**config.mk**
```make
export PLATFORM = sky130hd
export DESIGN_NAME = imem_arbiter
export DESIGN_NICKNAME = d
export VERILOG_FILES = /design/src/rtl/imem_arbiter.sv
export SDC_FILE = /design/constraint.sdc
export NUM_CORES = 1
export LEC_CHECK = 0
export ABC_AREA = 1
export ABC_CLOCK_PERIOD_IN_PS = 1900
export BUFFER_PORTS_ARGS = -buffer_cell sky130_fd_sc_hd__clkbuf_2
export CAP_MARGIN = 20
export CORE_MARGIN = 5
export CORE_UTILIZATION = 39
export DETAILED_ROUTE_END_ITERATION = 10
export PLACE_DENSITY = 0.76
export SYNTH_ARGS = -nofsm -noshare
export SYNTH_HDL_FRONTEND = slang
export SYNTH_SLANG_ARGS = --single-unit
```
**constraint.sdc**
```tcl
create_clock -name clk -period 1.9 [get_ports clk]
set_input_delay 0.095 -clock clk [delete_from_list [all_inputs] [get_ports clk]]
set_output_delay 0.095 -clock clk [all_outputs]
set_load 0.01 [all_outputs]
```
**src/rtl/imem_arbiter.sv**
```systemverilog
// Two-port arbiter in front of a single-port instruction memory: fetch has
// fixed priority, debug is guaranteed service after WAIT_MAX denied cycles.
module imem_arbiter #(
  parameter int AW       = 6,
  parameter int DW       = 32,
  parameter int WAIT_MAX = 3
) (
  input  logic          clk,
  input  logic          reset,
  input  logic          f_req,
  input  logic [AW-1:0] f_addr,
  output logic          f_gnt,
  output logic          f_rvalid,
  output logic [DW-1:0] f_rdata,
  input  logic          d_req,
  input  logic          d_we,
  input  logic [AW-1:0] d_addr,
  input  logic [DW-1:0] d_wdata,
  output logic          d_gnt,
  output logic          d_rvalid,
  output logic [DW-1:0] d_rdata,
  output logic [AW-1:0] mem_a,
  output logic          mem_we,
  output logic [DW-1:0] mem_wd,
  input  logic [DW-1:0] mem_rd
);

  typedef enum logic [1:0] {IDLE, RSP_F, RSP_D} rsp_e;

  rsp_e       rsp_sel;
  logic [3:0] wait_cnt;
  logic       d_win;

  // Once debug has been starved long enough it takes the next contended cycle.
  assign d_win = (wait_cnt >= 4'(WAIT_MAX));

  assign d_gnt = ~reset & d_req & (~f_req | d_win);
  assign f_gnt = ~reset & f_req & ~(d_req & d_win);

  assign mem_a  = d_gnt ? d_addr : f_addr;
  assign mem_we = d_gnt & d_we;
  assign mem_wd = d_wdata;

  assign f_rvalid = (rsp_sel == RSP_F);
  assign d_rvalid = (rsp_sel == RSP_D);

  always_ff @(posedge clk or posedge reset) begin
    if (reset) begin
      rsp_sel  <= IDLE;
      wait_cnt <= '0;
      f_rdata  <= '0;
      d_rdata  <= '0;
    end else begin
      if (f_gnt) begin
        rsp_sel <= RSP_F;
        f_rdata <= mem_rd;
      end else if (d_gnt && !d_we) begin
        rsp_sel <= RSP_D;
        d_rdata <= mem_rd;
      end else begin
        rsp_sel <= IDLE;
      end

      if (d_req && !d_gnt) begin
        if (!d_win) wait_cnt <= wait_cnt + 4'd1;
      end else begin
        wait_cnt <= '0;
      end
    end
  end

endmodule

```
==> results of run 1 <==
sequential cells by signal (all words and copies together), names as in the netlist:
name	cells
f_rdata	32
rsp_sel	2
d_rdata	32
wait_cnt	4
cells in the final DEF (no fill, tap or decap):
cell / count
buf_4: 7
nand4_1: 32
nand2_1: 186
diode_2: 1
nand3_2: 2
nor2_4: 1
dfrtp_1: 70
nor3_1: 1
ha_1: 1
inv_8: 1
nand2_2: 2
clkinvlp_4: 3
clkinv_1: 1
nor2_1: 6
dlygate4sd3_1: 33
nor2_2: 1
clkbuf_2: 123
bufinv_16: 3
inv_1: 8
o2111ai_1: 2
buf_12: 1
clkbuf_8: 11
inv_2: 2
logic make-up after synthesis:
logic type	synth area share [%]
compound gates	0.556
fa+ha+maj	0.397
buf+inv	12.5
flops	55.6
simple gates	31.0
worst max-delay path by stage:
stage	to	slack (ns)	cells after the start
global placement	f_gnt	0.42	7
CTS	f_gnt	0.06	7
global route	mem_a[0]	0.02	8
finish	mem_a[0]	0.11	8
floorplan	wait_cnt[0]	0.26	4
detailed placement	f_gnt	0.38	7
area by class of cell:
class                           count  area (um2)
Fill cell                         730        3580
Sequential cell                    70        1750
Timing Repair Buffer              164        1020
Multi-Input combinational cell    234        1010
Clock buffer                       11         151
Tap cell                          102         128
Clock inverter                      5         105
Inverter                           13        60.1
Antenna cell                        1        2.50
where the power goes:
group	switching (uW)	leakage, uW	total [uW]	internal, uW
Sequential	138	0.000879	1860	1720
Combinational	489	0.00142	844	355
Clock	562	0.000122	1510	943
Total	1190	0.00242	4210	3020
worst min-delay path: stages:
cell       delay (ns)
clkbuf_2         0.12
o2111ai_1        0.10
nand2_1          0.05
metal layers:
layer  share of wire [%]  wire length [um]  track usage (%)  vias up
met3                 8.2               715             4.38       19
met4                 1.5               133             7.98        0
li1                    -                 -                -     1379
met5                   0                 0                0        -
met2                  49              4290             30.1      142
met1                  41              3600             22.4     1348
metrics by stage:
step           std cells  utilization (%)  hold WS, ns  setup slack (ns)  area (um2)
2_1_floorplan        367                -        0.205             0.262        3160
3_3_place_gp         550             46.5        0.190             0.417        3630
3_5_place_dp         550             46.5        0.190             0.377        3630
4_1_cts              599             54.0       0.0448            0.0561        4220
5_1_grt              599             54.1       0.0654            0.0195        4220
6_report             600             54.1       0.0688             0.106        4220
Yosys cell counts (2+ instances only):
library cell,number
buf_1,2
buf_2,10
clkbuf_1,3
o2111ai_1,2
nand2_2,2
nand3_2,2
inv_1,9
nand2_1,186
inv_2,2
nor2_1,6
nand4_1,32
buf_4,32
dfrtp_1,70
buf_6,3
what timing repair did:
item	CTS	global route
hold buffers	33	0
pin swaps	0	0
setup endpoints to repair	1	1
hold endpoints to repair	128	0
gates resized for setup	1	1
==> metrics.cfg, run 1 <==
[outcome]
outcome=completed

[critical_path]
path_buf_inv=3
crit_chain=ha_1 > inv_1 > nand3_2 > nand2_2 > inv_2 > nand2_1 > nand2_1 > clkbuf_2
cp_slowest_cell=dfrtp_1
criticalPathCategory=flop to primary output
crit_path_frequent_cell=nand2_1
reg2reg_from=wait_cnt[0]
critPathArrivalTime_ns=1.70
critPathTopFamily=simple AND/OR/NAND/NOR gates
crit_fanout=8
r2r_end=f_rdata[5]
startpoint=wait_cnt[0]
end_kind=primary output
reg2reg_slack_ns=0.37
worstPathRequired_ns=1.80
ff2ff_path_depth=8
cp-start-kind=flop
cpPeakStageDelay_ns=0.40

[floorplanning]
die_area_mm2=0.00998
rows=32
die_h_um=99.9
coreArea_mm2=0.00781
die_w_um=99.9
ios=188
start_util_pct=40.4

[clock_network]
cts_made_buffers=9
clk_latency_ns=0.35
cts-root-buf=clkbuf_8
clockBufferDepth=2
numClockSinks=70
clk_pin_slew_ns=0.07
cts_tree=done
htreeDepth=3
cts_setup_buffers=0

[timing]
max_freq_mhz=557
fin_skew_ns=0.00851
setup_viol=0
hold_viol=0
fin_setup_tns_ns=0
timing.final.crit_share_pct=94.4
grt_setup_unrepaired=false
slew_headroom_pct=67.7
worst_pin_slew_ns=0.484
timing.final.crit_period_ns=1.79
slew_violations=0

[global_route]
grt_pass1_vias=3006
grt_max_degree=39
antenna_found_initial=0
grt_pass1_wl_um=14400
grt-ovfl-total=0
grt.total_usage_pct=18.1

[power]
power_density_mw_per_mm2=996
vdd_drop_max_uv=479
p_leak_uw=0.00242
fin_total_pwr_uw=4210

[synth]
dominantRegCellSynth=dfrtp_1
async_flop_share_pct=100
yosys.area.top_type=dfrtp_1
synth_area_mm2=0.00315
yosys-top-cells-area=dfrtp_1 56%, nand2_1 22%, buf_4 7.6%
yosysSeqAreaShare_pct=55.6
syn_nets=449
syn_avg_cell_area_um2=8.59
netlist.area_leader.share_pct=55.6
synth_seq_cells=70
synth_cell_types=20
syn_inst=367
yosys_warnings=0
synth_edf_count=0

[route]
totalWireLength_um=8750
drt_pass1_iterations=5
vias_per_cell=4.81
wl_per_cell_um=14.6
num_vias=2888
route.detailed.drc=0
drtAntennaViolNets=0
first_iter_violations=132

[worst_hold_path]
hold_end=wait_cnt[0]
min_path_cells=3
holdCritPathClass=input pin to flop
min_from=d_req

[final_layout]
drive_gt1_share_pct=31.6
final_net_count=574
syn_to_final_growth_pct=34.0

[placement]
io_buffers=123
gp_congestion=0.831
hpwl_um=5930

[flow_run]
max_cap_viol_count=0

No activity file was read; power rests on OpenSTA's default activity.
==> run 2, diff against run 1 <==
--- a/config.mk
+++ b/config.mk
@@ -7,12 +7,12 @@
 export LEC_CHECK = 0
 export ABC_AREA = 1
 export ABC_CLOCK_PERIOD_IN_PS = 1900
-export BUFFER_PORTS_ARGS = -buffer_cell sky130_fd_sc_hd__clkbuf_2
 export CAP_MARGIN = 20
 export CORE_MARGIN = 5
-export CORE_UTILIZATION = 39
+export CORE_UTILIZATION = 50
 export DETAILED_ROUTE_END_ITERATION = 10
-export PLACE_DENSITY = 0.76
+export DONT_BUFFER_PORTS = 1
+export PLACE_DENSITY = 0.68
 export SYNTH_ARGS = -nofsm -noshare
 export SYNTH_HDL_FRONTEND = slang
 export SYNTH_SLANG_ARGS = --single-unit
==> run 2 against run 1 <==
Compared with the run above: global-route usage rose by 2.0 points; routed wire length decreased by 10%; highest routed layer unchanged; sequential cell count stayed put.
==> metrics.cfg, run 2 (same netlist as run 1, synthesis figures left out) <==
[final_layout]
fin_area_mm2=0.00365  ; -14%
final_cells=458  ; -24%
antenna_cells=0  ; -1
drive_gt1_share_pct=9.45  ; -22 points
largestRegisters=d_rdata: 32 flops, f_rdata: 32 flops, wait_cnt: 4 flops
layout_common_cells=186 x nand2_1, 70 x dfrtp_1, 38 x dlygate4sd3_1
fillers=548  ; -25%
final_net_count=458  ; -20%
final_common_cell=nand2_1
syn_to_final_growth_pct=15.7

[route]
num_vias=2421  ; -16%
first_iter_violations=91  ; -31%
wl_per_cell_um=17.2  ; +18%
route.met2.wl_um=3970  ; -7.6%
totalWireLength_um=7860  ; -10%
drtAntennaViolNets=0  ; unchanged
vias_per_cell=5.29  ; +9.8%
route.detailed.drc=0  ; unchanged
dr_wl_met3_um=695  ; -2.8%
wl_met1_um=3050  ; -15%
top_layer=met4
drt_pass1_iterations=4  ; -1

[floorplanning]
die_w_um=89.4  ; -11%
die_h_um=89.4  ; -11%
ios=188  ; unchanged
die_area_mm2=0.00799  ; -20%
coreArea_mm2=0.00624  ; -20%
rows=29  ; -9.4%
start_util_pct=50.5  ; +10 points

[placement]
hpwl_um=5130  ; -14%
placed_cells=404  ; -27%
io_buffers=0  ; -100%
dpl_cell_area_mm2=0.00300  ; -17%
gp_congestion=0.758  ; -8.8%

[power]
p_sw_uw=1120  ; -6.2%
vdd_drop_max_uv=569  ; +19%
pwr-share-comb_pct=10.9  ; -9.2 points
intPower_uw=2910  ; -3.7%
p_leak_uw=0.00194  ; -20%
sequentialPowerShare_pct=49.7  ; +5.6 points
p_sw_share_pct=27.7  ; -0.54 points
power_density_mw_per_mm2=1100  ; +11%
p_clk_share_pct=39.3  ; +3.5 points

[clock_network]
cts_made_buffers=9  ; unchanged
clk_pin_slew_ns=0.08  ; about the same
cts-root-buf=clkbuf_8
cts_tree=done
clockBufferDepth=2  ; unchanged
clk_latency_ns=0.33  ; -0.02 ns
htreeDepth=3  ; unchanged
numClockSinks=70  ; unchanged

[critical_path]
startpoint=wait_cnt[0]
worstPathRequired_ns=1.80  ; about the same
r2r_end=f_rdata[11]
cp-start-kind=flop
end_kind=primary output
crit_fanout=8  ; unchanged
critPathArrivalTime_ns=1.62  ; -0.08 ns
ff2ff_path_depth=8  ; unchanged
reg2reg_from=wait_cnt[0]
criticalPathCategory=flop to primary output
reg2reg_slack_ns=0.39  ; +0.02 ns

[timing]
setup_viol=0  ; unchanged
timing.final.crit_period_ns=1.72  ; -0.0743 ns
worst_pin_slew_ns=0.469  ; -0.0152 ns
fin_setup_tns_ns=0  ; unchanged
slew_violations=0  ; unchanged
timing.final.crit_share_pct=90.5  ; -3.9 points
grt_setup_unrepaired=false
whs_ns=0.151  ; +0.0825 ns
max_freq_mhz=581  ; +4.3%
fin_skew_ns=0.00899  ; +0.000475 ns
hold_viol=0  ; unchanged
slew_headroom_pct=68.8  ; +1.1 points

[worst_hold_path]
hold_end=rsp_sel[0]
min_from=reset
holdCritPathClass=input pin to flop
min_path_cells=3  ; unchanged

[flow_run]
max_cap_viol_count=0  ; unchanged

[global_route]
antenna_found_initial=0  ; unchanged
grt.total_usage_pct=20.2  ; +2.0 points
grt-ovfl-total=0  ; unchanged
grt_max_degree=38  ; -2.6%
grt_pass1_wl_um=12200  ; -16%
grt_pass1_vias=2407  ; -20%

[outcome]
outcome=completed

## run 2: timing repair
action | in CTS | in global routing
hold endpoints to repair | 138 | 0
gates resized for setup | 0 | 0
setup buffers | 0 | 0
hold buffers | 38 | 0
## run 2: worst max-delay path by stage
stage	endpoint	slack (ns)
after global placement	f_rdata[2]	0.45
final	mem_a[5]	0.18
after CTS	mem_a[5]	0.15
after global routing	mem_a[5]	0.03
after floorplan	wait_cnt[0]	0.26
after detailed placement	f_rdata[16]	0.40
## run 2: cell type report
type	instances	area [um2]	area share, %
clock inverters	7	145	3.98
well taps	77	96.3	2.64
multi-input cells	234	1010	27.6
repair buffers	48	468	12.8
flip-flops and latches	70	1750	48.0
clock buffers	9	124	3.40
inverters	13	55.1	1.51
## run 2: stage by stage
stage	setup slack (ns)	power, uW	utilization (%)
global route	0.0316	4230	58.4
global placement	0.452	2380	48.0
detailed placement	0.397	2400	48.0
floorplan	0.262	2340	-
CTS	0.151	4070	58.4
finish	0.180	4020	58.4
## run 2: critical path, stage by stage (launching register included)
cell,delay [ns]
dfrtp_1,0.41
ha_1,0.20
inv_1,0.09
nand3_2,0.14
nand2_2,0.18
inv_2,0.09
nand2_1,0.08
nand2_1,0.11
## run 2: power groups by stage
stage / clock [uW] / sequential, uW / combinational [uW]
floorplan: 0 / 1970 / 366
global placement: 0 / 2030 / 352
detailed placement: 0 / 2030 / 367
CTS: 1620 / 2010 / 443
global route: 1690 / 2030 / 511
finish: 1580 / 2000 / 440
## run 2: routing by layer
layer / global-route usage (%) / vias to the layer above
met1: 24.6 / 1141
met2: 32.6 / 118
met4: 9.88 / 0
met5: 0 / -
met3: 5.99 / 22
li1: - / 1140
